[config.mk]
export PLATFORM = sky130hd
export DESIGN_NAME = spi_rx_deserializer_flat
export DESIGN_NICKNAME = d
export VERILOG_FILES = /design/src/rtl/spi_lite_pkg.sv /design/src/rtl/spi_rx_deserializer_if.sv /design/src/rtl/sipo_shifter.sv /design/src/rtl/spi_rx_deserializer.sv /design/src/flat_wrapper.sv
export SDC_FILE = /design/constraint.sdc
export NUM_CORES = 1
export LEC_CHECK = 0
export CORE_AREA = 5 5 52 54
export CTS_CLUSTER_DIAMETER = 30
export DETAILED_ROUTE_END_ITERATION = 10
export DIE_AREA = 0 0 57 59
export PLACE_DENSITY = 0.7
export SLEW_MARGIN = 20
export SYNTH_ARGS = -nofsm -noshare
export SYNTH_HDL_FRONTEND = slang
export SYNTH_SLANG_ARGS = --single-unit
[constraint.sdc]
create_clock -name clk_i -period 1.48 [get_ports clk_i]
set_input_delay 0.148 -clock clk_i [delete_from_list [all_inputs] [get_ports clk_i]]
set_output_delay 0.148 -clock clk_i [all_outputs]
set_load 0.03 [all_outputs]
[src/rtl/spi_lite_pkg.sv]
// Shared definitions for the SPI-lite core: FSM encoding, bit-order constants and
// a count-width helper used by the TX/RX shifters and the APB register block.
package spi_lite_pkg;

  typedef enum logic [0:0] {
    ST_IDLE  = 1'b0,
    ST_SHIFT = 1'b1
  } spi_state_e;

  localparam logic ORDER_LSB_FIRST = 1'b1;
  localparam logic ORDER_MSB_FIRST = 1'b0;

  // Bits needed to count 0..value-1; valid for value >= 2.
  function automatic int unsigned clog2(input int unsigned value);
    int unsigned res;
    res = 0;
    for (int unsigned i = 0; i < 32; i++) begin
      if (((value - 1) >> i) != 0) res = i + 1;
    end
    return res;
  endfunction

endpackage

[src/rtl/spi_rx_deserializer_if.sv]
// Parallel-side bus of the SPI-lite receive deserializer: holding-buffer handshake,
// status and overrun-clear.
interface spi_rx_deserializer_if #(
  parameter int unsigned DATAWIDTH = 8
);
  logic [DATAWIDTH-1:0] rx_data;
  logic                 rx_valid;
  logic                 rx_ready;
  logic                 busy;
  logic                 rx_overrun;
  logic                 ovr_clr;

  modport master (
    output rx_data, rx_valid, busy, rx_overrun,
    input  rx_ready, ovr_clr
  );

  modport slave (
    input  rx_data, rx_valid, busy, rx_overrun,
    output rx_ready, ovr_clr
  );
endinterface

[src/rtl/sipo_shifter.sv]
// Serial-in parallel-out shift register with selectable direction and synchronous clear.
module sipo_shifter #(
  parameter int unsigned DATAWIDTH = 8
) (
  input  logic                 clk_i,
  input  logic                 rst_n,
  input  logic                 clr,
  input  logic                 sh_en,
  input  logic                 dir,
  input  logic                 sdi,
  output logic [DATAWIDTH-1:0] q
);
  import spi_lite_pkg::*;

  logic [DATAWIDTH-1:0] q_d, q_q;

  always_comb begin
    q_d = q_q;
    if (clr) begin
      q_d = '0;
    end else if (sh_en) begin
      if (dir == ORDER_LSB_FIRST) q_d = {sdi, q_q[DATAWIDTH-1:1]};
      else                        q_d = {q_q[DATAWIDTH-2:0], sdi};
    end
  end

  always_ff @(posedge clk_i or negedge rst_n) begin
    if (!rst_n) q_q <= '0;
    else        q_q <= q_d;
  end

  assign q = q_q;

endmodule

[src/rtl/spi_rx_deserializer.sv]
// SPI-lite receive deserializer: frame FSM, bit counter, one-entry holding buffer.
// Optional sticky overrun flag is built when SPI_RX_OVERRUN_EN is defined.
module spi_rx_deserializer #(
  parameter int unsigned DATAWIDTH = 8
) (
  input  logic                  clk_i,
  input  logic                  rst_n,
  input  logic                  frm_en,
  input  logic                  sh_en,
  input  logic                  sh_rl,
  input  logic                  sdi,
  spi_rx_deserializer_if.master rx_if
);
  import spi_lite_pkg::*;

  localparam int unsigned CntW = clog2(DATAWIDTH);
  localparam logic [CntW-1:0] LastBit = CntW'(DATAWIDTH - 1);

  spi_state_e state_d, state_q;
  logic [CntW-1:0] bit_cnt_d, bit_cnt_q;
  logic mode_d, mode_q;
  logic [DATAWIDTH-1:0] rx_data_d, rx_data_q;
  logic rx_valid_d, rx_valid_q;
  logic [DATAWIDTH-1:0] shift_q;
  logic [DATAWIDTH-1:0] word_asm;
  logic shift_ok, complete, accept, busy;

  // frm_en low wins over a coincident strobe, so the bit is dropped.
  assign shift_ok = (state_q == ST_SHIFT) && frm_en && sh_en;
  assign complete = shift_ok && (bit_cnt_q == LastBit);
  assign accept   = rx_valid_q && rx_if.rx_ready;

  // Word as it will look once the current sdi is shifted in.
  assign word_asm = (mode_q == ORDER_LSB_FIRST) ? {sdi, shift_q[DATAWIDTH-1:1]}
                                                : {shift_q[DATAWIDTH-2:0], sdi};

  sipo_shifter #(
    .DATAWIDTH(DATAWIDTH)
  ) u_sipo_shifter (
    .clk_i(clk_i),
    .rst_n(rst_n),
    .clr  (state_q == ST_IDLE),
    .sh_en(shift_ok),
    .dir  (mode_q),
    .sdi  (sdi),
    .q    (shift_q)
  );

  // FSM state register
  always_ff @(posedge clk_i or negedge rst_n) begin
    if (!rst_n) state_q <= ST_IDLE;
    else        state_q <= state_d;
  end

  // FSM next state
  always_comb begin
    state_d = state_q;
    unique case (state_q)
      ST_IDLE:  if (frm_en)  state_d = ST_SHIFT;
      ST_SHIFT: if (!frm_en) state_d = ST_IDLE;
      default:  state_d = ST_IDLE;
    endcase
  end

  // FSM outputs
  always_comb begin
    busy = (state_q == ST_SHIFT);
  end

  always_comb begin
    bit_cnt_d  = bit_cnt_q;
    mode_d     = mode_q;
    rx_data_d  = rx_data_q;
    rx_valid_d = rx_valid_q;

    if (state_q == ST_IDLE) begin
      bit_cnt_d = '0;
      if (frm_en) mode_d = sh_rl;
    end else if (!frm_en) begin
      bit_cnt_d = '0;
    end else if (shift_ok) begin
      bit_cnt_d = complete ? '0 : bit_cnt_q + 1'b1;
    end

    if (complete && (!rx_valid_q || rx_if.rx_ready)) begin
      rx_data_d  = word_asm;
      rx_valid_d = 1'b1;
    end else if (accept) begin
      rx_valid_d = 1'b0;
    end
  end

  always_ff @(posedge clk_i or negedge rst_n) begin
    if (!rst_n) begin
      bit_cnt_q  <= '0;
      mode_q     <= 1'b0;
      rx_data_q  <= '0;
      rx_valid_q <= 1'b0;
    end else begin
      bit_cnt_q  <= bit_cnt_d;
      mode_q     <= mode_d;
      rx_data_q  <= rx_data_d;
      rx_valid_q <= rx_valid_d;
    end
  end

`ifdef SPI_RX_OVERRUN_EN
  logic overrun;
  logic rx_overrun_d, rx_overrun_q;

  assign overrun = complete && rx_valid_q && !rx_if.rx_ready;

  always_comb begin
    rx_overrun_d = rx_overrun_q;
    if (overrun)              rx_overrun_d = 1'b1;
    else if (rx_if.ovr_clr)   rx_overrun_d = 1'b0;
  end

  always_ff @(posedge clk_i or negedge rst_n) begin
    if (!rst_n) rx_overrun_q <= 1'b0;
    else        rx_overrun_q <= rx_overrun_d;
  end

  assign rx_if.rx_overrun = rx_overrun_q;
`else
  assign rx_if.rx_overrun = 1'b0;
`endif

  assign rx_if.rx_data  = rx_data_q;
  assign rx_if.rx_valid = rx_valid_q;
  assign rx_if.busy     = busy;

endmodule

[src/flat_wrapper.sv]
// flat-port wrapper written by rule: the top's interface ports become plain ports
module spi_rx_deserializer_flat import spi_lite_pkg::*;
#(
  parameter int unsigned DATAWIDTH = 8
)
  (clk_i, rst_n, frm_en, sh_en, sh_rl, sdi, rx_if_rx_data, rx_if_rx_valid, rx_if_busy, rx_if_rx_overrun, rx_if_rx_ready, rx_if_ovr_clr);
  spi_rx_deserializer_if #(.DATAWIDTH(DATAWIDTH)) rx_if_i ();
  input  logic clk_i;
  input  logic rst_n;
  input  logic frm_en;
  input  logic sh_en;
  input  logic sh_rl;
  input  logic sdi;
  output wire logic [$bits(rx_if_i.rx_data)-1:0] rx_if_rx_data;
  output wire logic [$bits(rx_if_i.rx_valid)-1:0] rx_if_rx_valid;
  output wire logic [$bits(rx_if_i.busy)-1:0] rx_if_busy;
  output wire logic [$bits(rx_if_i.rx_overrun)-1:0] rx_if_rx_overrun;
  input wire logic [$bits(rx_if_i.rx_ready)-1:0] rx_if_rx_ready;
  input wire logic [$bits(rx_if_i.ovr_clr)-1:0] rx_if_ovr_clr;
  assign rx_if_rx_data = rx_if_i.rx_data;
  assign rx_if_rx_valid = rx_if_i.rx_valid;
  assign rx_if_busy = rx_if_i.busy;
  assign rx_if_rx_overrun = rx_if_i.rx_overrun;
  assign rx_if_i.rx_ready = rx_if_rx_ready;
  assign rx_if_i.ovr_clr = rx_if_ovr_clr;
  spi_rx_deserializer #(.DATAWIDTH(DATAWIDTH)) u_core (.clk_i(clk_i), .rst_n(rst_n), .frm_en(frm_en), .sh_en(sh_en), .sh_rl(sh_rl), .sdi(sdi), .rx_if(rx_if_i));
endmodule
# After elaboration in Yosys (flattened, before gate mapping)
# Cells that the tools add are included.
# Widths: inputs -> output; s select.
[totals] out_inout_bits=11 register_bits=22 wordCells=30 in_bits=8
[classes] bitwise=1 reduce_logical=9 muxes=10 eq_ne=3 addsub=1
[ops] operator="$mux 8" n=3
[ops] operator="$mux 3" n=4
[ops] operator="$logic_and 1x1->1" n=5
[ops] operator="$add 3x1->3 const B" n=1
[ops] operator="$eq 3x3->1 const B" n=1
[ops] operator="$mux 1" n=3
[ops] operator="$ne 3x3->1 const B" n=1
[ops] operator="$ne 2x2->1 const B" n=1
[ops] operator="$reduce_and 2->1" n=1
[ops] operator="$reduce_bool 2->1" n=1
[ops] operator="$logic_not 1->1" n=1
[ops] operator="$logic_or 1x1->1" n=1
[ops] operator="$not 1->1" n=1

# Depth between registers and ports, before layout
[logic_depth] depth_word=7 depth_mapped=5

# Modules after synthesis
# Synthesis repeated with hierarchy kept, for this count alone.
[unflattened] cells_unflattened=89 hier_area_um2=1098.6
[by_module_without_submodules] module="spi_rx_deserializer" cells_per_inst=53 instances=1 area_each_um2=691.9
[by_module_without_submodules] module="sipo_shifter" cells_per_inst=36 instances=1 area_each_um2=406.6

# Least setup slack after synthesis
# No wires, ideal clock.
[synth_timing] kind="register to register" startpoint="register u_core.state_q (netlist: u_core.rx_if.busy)" endpoint="register u_core.rx_data_q[0] (netlist: u_core.rx_if.rx_data[0])" stages_incl_launch_ff=5 required_ns=1.355 t_arrival_ns=1.305 path_slack_ns=0.050 n_path_buf=1 cell_sequence="dfrtp_1 > and3_1 > buf_6 > nand3_4 > mux2_4"
[synth_via] elab_chain_len=4
[synth_lines] item="start, declared" line="spi_rx_deserializer.sv:19" text="spi_state_e state_d, state_q;"
[synth_lines] item="start signal, assigned" line="spi_rx_deserializer.sv:52" text="else state_q <= state_d;"
[synth_lines] item="$logic_and 1x1->1 (2 in series)" line="spi_rx_deserializer.sv:29" text="assign shift_ok = (state_q == ST_SHIFT) && frm_en && sh_en;"
[synth_lines] item="$logic_and 1x1->1" line="spi_rx_deserializer.sv:30" text="assign complete = shift_ok && (bit_cnt_q == LastBit);"
[synth_lines] item="$logic_and 1x1->1" line="spi_rx_deserializer.sv:85" text="if (complete && (!rx_valid_q || rx_if.rx_ready)) begin"
[synth_lines] item="end signal, assigned" line="spi_rx_deserializer.sv:102" text="rx_data_q <= rx_data_d;"
[synth_lines] item="end, declared" line="spi_rx_deserializer.sv:22" text="logic [DATAWIDTH-1:0] rx_data_d, rx_data_q;"
# No other way between the ends.
# A chain may end at the register's enable or synchronous reset.

# Final worst setup path
[layout_timing] startpoint="register u_core.bit_cnt_q[0]" endpoint="register u_core.rx_data_q[2] (netlist: u_core.rx_if.rx_data[2])"
[layout_via] elab_chain_len=3
[layout_lines] item="start, declared" line="spi_rx_deserializer.sv:20" text="logic [CntW-1:0] bit_cnt_d, bit_cnt_q;"
[layout_lines] item="start signal, assigned" line="spi_rx_deserializer.sv:100" text="bit_cnt_q <= bit_cnt_d;"
[layout_lines] item="$eq 3x3->1" line="spi_rx_deserializer.sv:30"
[layout_lines] item="$logic_and 1x1->1" line="spi_rx_deserializer.sv:30"
[layout_lines] item="$logic_and 1x1->1" line="spi_rx_deserializer.sv:85"
# No other way between the ends.

==> out/results.tsv <==
stage	metric	value	unit
pwr	leakage power	0.6917	nW
timing	final period utilization	96.75	%
routing	Residual DRC	0	
clock_network	Reg clk slew, reported paths	0.12	ns
critical_path	crit-path max FO	8	
clock_network	Worst-Skew Late Latency	0.30	ns
critical_path	Critical Path RT	1.68	ns
floorplanning	Die Y	59	um
timing	final setup margin	0.04804	ns
pwr	Peak VDD IR	0.4877	mV
logic_synthesis	Netlist cell types	20	
clock_network	clock sink count	22	
routing	Routed Antenna Nets	0	
layout	layout cells sized above 1	24.55	%
floorplanning	FP Rows	17	
place	routability cong.	0.7942	
logic_synthesis	Ys Warns	0	
routing	via count	676	
timing	crit path time final	1.432	ns
floorplanning	Initial Utilization	47.23	%
logic_synthesis	#FFs+latches synth	22	
routing	Via density	4.899	
layout	most frequent cells in the layout	22 x dfrtp_1, 13 x nand2_1, 10 x nand3_1, 10 x dlygate4sd2_1, 8 x buf_4	
worst_hold_path	min-delay worst type	input port to async pin	
clock_network	H-Tree Depth	1	
timing	Slew Viols, Final	0	
floorplanning	num ports	19	
floorplanning	Die Footprint	3363	sq um
logic_synthesis	Seq/Total Area, Yosys	53.72	%
place	post-DP HPWL	1328	um
clock_network	CTS Hold Bufs	0	
critical_path	Worst Setup End Kind	flop	
status	status	finished clean	
place	DP Worst Slack	-0.04310	ns
floorplanning	Die Wd	57	um
critical_path	critical-path cell list	ha_1, ha_2, nand3_4, mux2_4	
grt	GRT Total Usage	11.94	%
logic_synthesis	Synth Net Count	97	
grt	vias in the first global route	696	
layout	commonest non-fill, non-tap cell in the layout	dfrtp_1	
clock_network	clk buf depth	2	
layout	synth-to-layout area growth	24.30	%
layout	Final nets	121	
timing	unrepaired setup endpoints after global routing	no	
layout	ANT cells	0	
logic_synthesis	Mean Syn Cell Area	11.78	sq um
clock_network	Num CTS Buffers	3	
critical_path	Setup CP Type	flop to flop	
grt	initial antenna violation count	0	
critical_path	crit path launch type	flop	
grt	global-route wire length before repair	3160	um
critical_path	arrival time worst endpoint	1.63	ns
pwr	Cell Pwr Density	823.8	nW/um^2
routing	drt total wl	1832	um
grt	largest net degree at the start of global routing	23	
logic_synthesis	Syn Inst Count	87	
run	Max Cap Viol	0	
pwr	Tot Pwr	1.049	mW
grt	global route overflow	0	
floorplanning	core area	2170	sq um
routing	drt pass-1 iters	4	
critical_path	crit path max-delay cell type	dfrtp_1	
timing	Fin. Hold Viols	0	
timing	final setup violation count	0	
routing	Initial DRC Count	9	
timing	clk_skew	0.002271	ns
logic_synthesis	mapped cell area	1025	sq um
routing	DR WL/cell	13.28	um
clock_network	CTS tree	built	
timing	Max Freq	0.6983	GHz
place	IO buf count	16	
critical_path	CP peak stage delay	0.42	ns
clock_network	CTS root buffer	clkbuf_4	
## cells by family (layout without fill, tap and decap cells)
kind of cell               count (synthesis)  after routing  synth area share [%]
and+or+nand+nor                           31             31                 14.90
DFF                                       22             22                 53.72
muxes                                     19             19                 22.35
buffers and inverters                      8             31                 4.273
AOI/OAI and AO/OA                          4              4                 1.953
adders and majority gates                  2              2                 2.442
other                                      1              1                0.3659
## report_power, final
group | switching [mW] | internal, mW | leakage, nW | total [mW]
Sequential | 0.0187 | 0.611 | 0.291 | 0.630
Clock | 0.174 | 0.150 | 0.0210 | 0.324
Combinational | 0.0445 | 0.0511 | 0.379 | 0.0955
Total | 0.237 | 0.812 | 0.692 | 1.05
## critical path: cells and delay by family (launching register included)
family,cells,cell delay (ns)
and+or+nand+nor,1,0.17
adders and majority gates,2,0.42
muxes,1,0.32
DFF,1,0.42
## sequential cells by signal (all words and copies together) (netlist names)
register                 cells
u_core.bit_cnt_q             3
u_core.mode_q                1
u_core.rx_if.busy            1
u_core.rx_if.rx_data         8
u_core.rx_if.rx_valid        1
u_core.u_sipo_shifter.q      8
## what timing repair did
action / CTS / global route
setup buffers: 0 / 1
pin swaps: 0 / 1
gates resized for setup: 10 / 1
endpoints found under the setup margin: 10 / 6
## worst paths after layout
path / start / to / slack (ns) / cells past startpoint
min in group clk_i: frm_en / u_core.rx_if.busy / 0.44 / 2
worst max register to register: u_core.bit_cnt_q[0] / u_core.rx_if.rx_data[2] / 0.05 / 4
max in group asynchronous: rst_n / u_core.bit_cnt_q[1] / 1.07 / 2
worst min register to register: u_core.rx_if.rx_data[5] / u_core.rx_if.rx_data[5] / 0.52 / 1
worst min-delay path: rst_n / u_core.rx_if.rx_data[5] / 0.19 / 2
worst max-delay path: u_core.bit_cnt_q[0] / u_core.rx_if.rx_data[2] / 0.05 / 4
## cell type report
type / count / area (sq um)
Clock buffer: 4 / 36.28
Inverter: 3 / 11.26
Sequential cell: 22 / 550.5
Fill cell: 191 / 895.9
Tap cell: 28 / 35.03
Multi-Input combinational cell: 57 / 432.9
Timing Repair Buffer: 24 / 207.7
## Yosys cell counts
library cell,number,area (sq um)
mux2i_1,6,60.06
dfrtp_1,22,550.5
inv_1,3,11.26
and3_1,1,6.260
nand2_1,13,48.80
mux2_2,7,78.83
a21oi_1,1,5.000
clkbuf_1,1,3.750
buf_2,2,10.01
nand3_1,10,50.05
nand2b_1,2,12.51
nor2_1,3,11.26
buf_4,1,7.510
nand3_4,1,17.52
nor2b_1,1,6.260
ha_1,2,25.02
o21ai_0,3,15.01
buf_6,1,11.26
conb_1,1,3.750
mux2_4,6,90.09
## routing by layer
layer	GRT usage (%)	up-vias	wire (um)
li1	-	337	-
met4	4.967	0	15
met3	2.832	2	83
met1	15.30	326	849
met5	0	-	0
met2	19.41	11	884
## through the flow
step	utilization, %	cells	hold WS, ns	instance area [sq um]	setup TNS, ns
after floorplan	-	87	-0.1476	1025	0
after global placement	57.15	133	0.4808	1240	-0.1338
after detailed placement	57.15	133	0.4876	1240	-0.2065
after CTS	58.25	137	0.1893	1264	0
after global routing	58.71	138	0.2049	1274	0
final	58.71	138	0.1869	1274	0
Power figures use the tool's default switching activity.
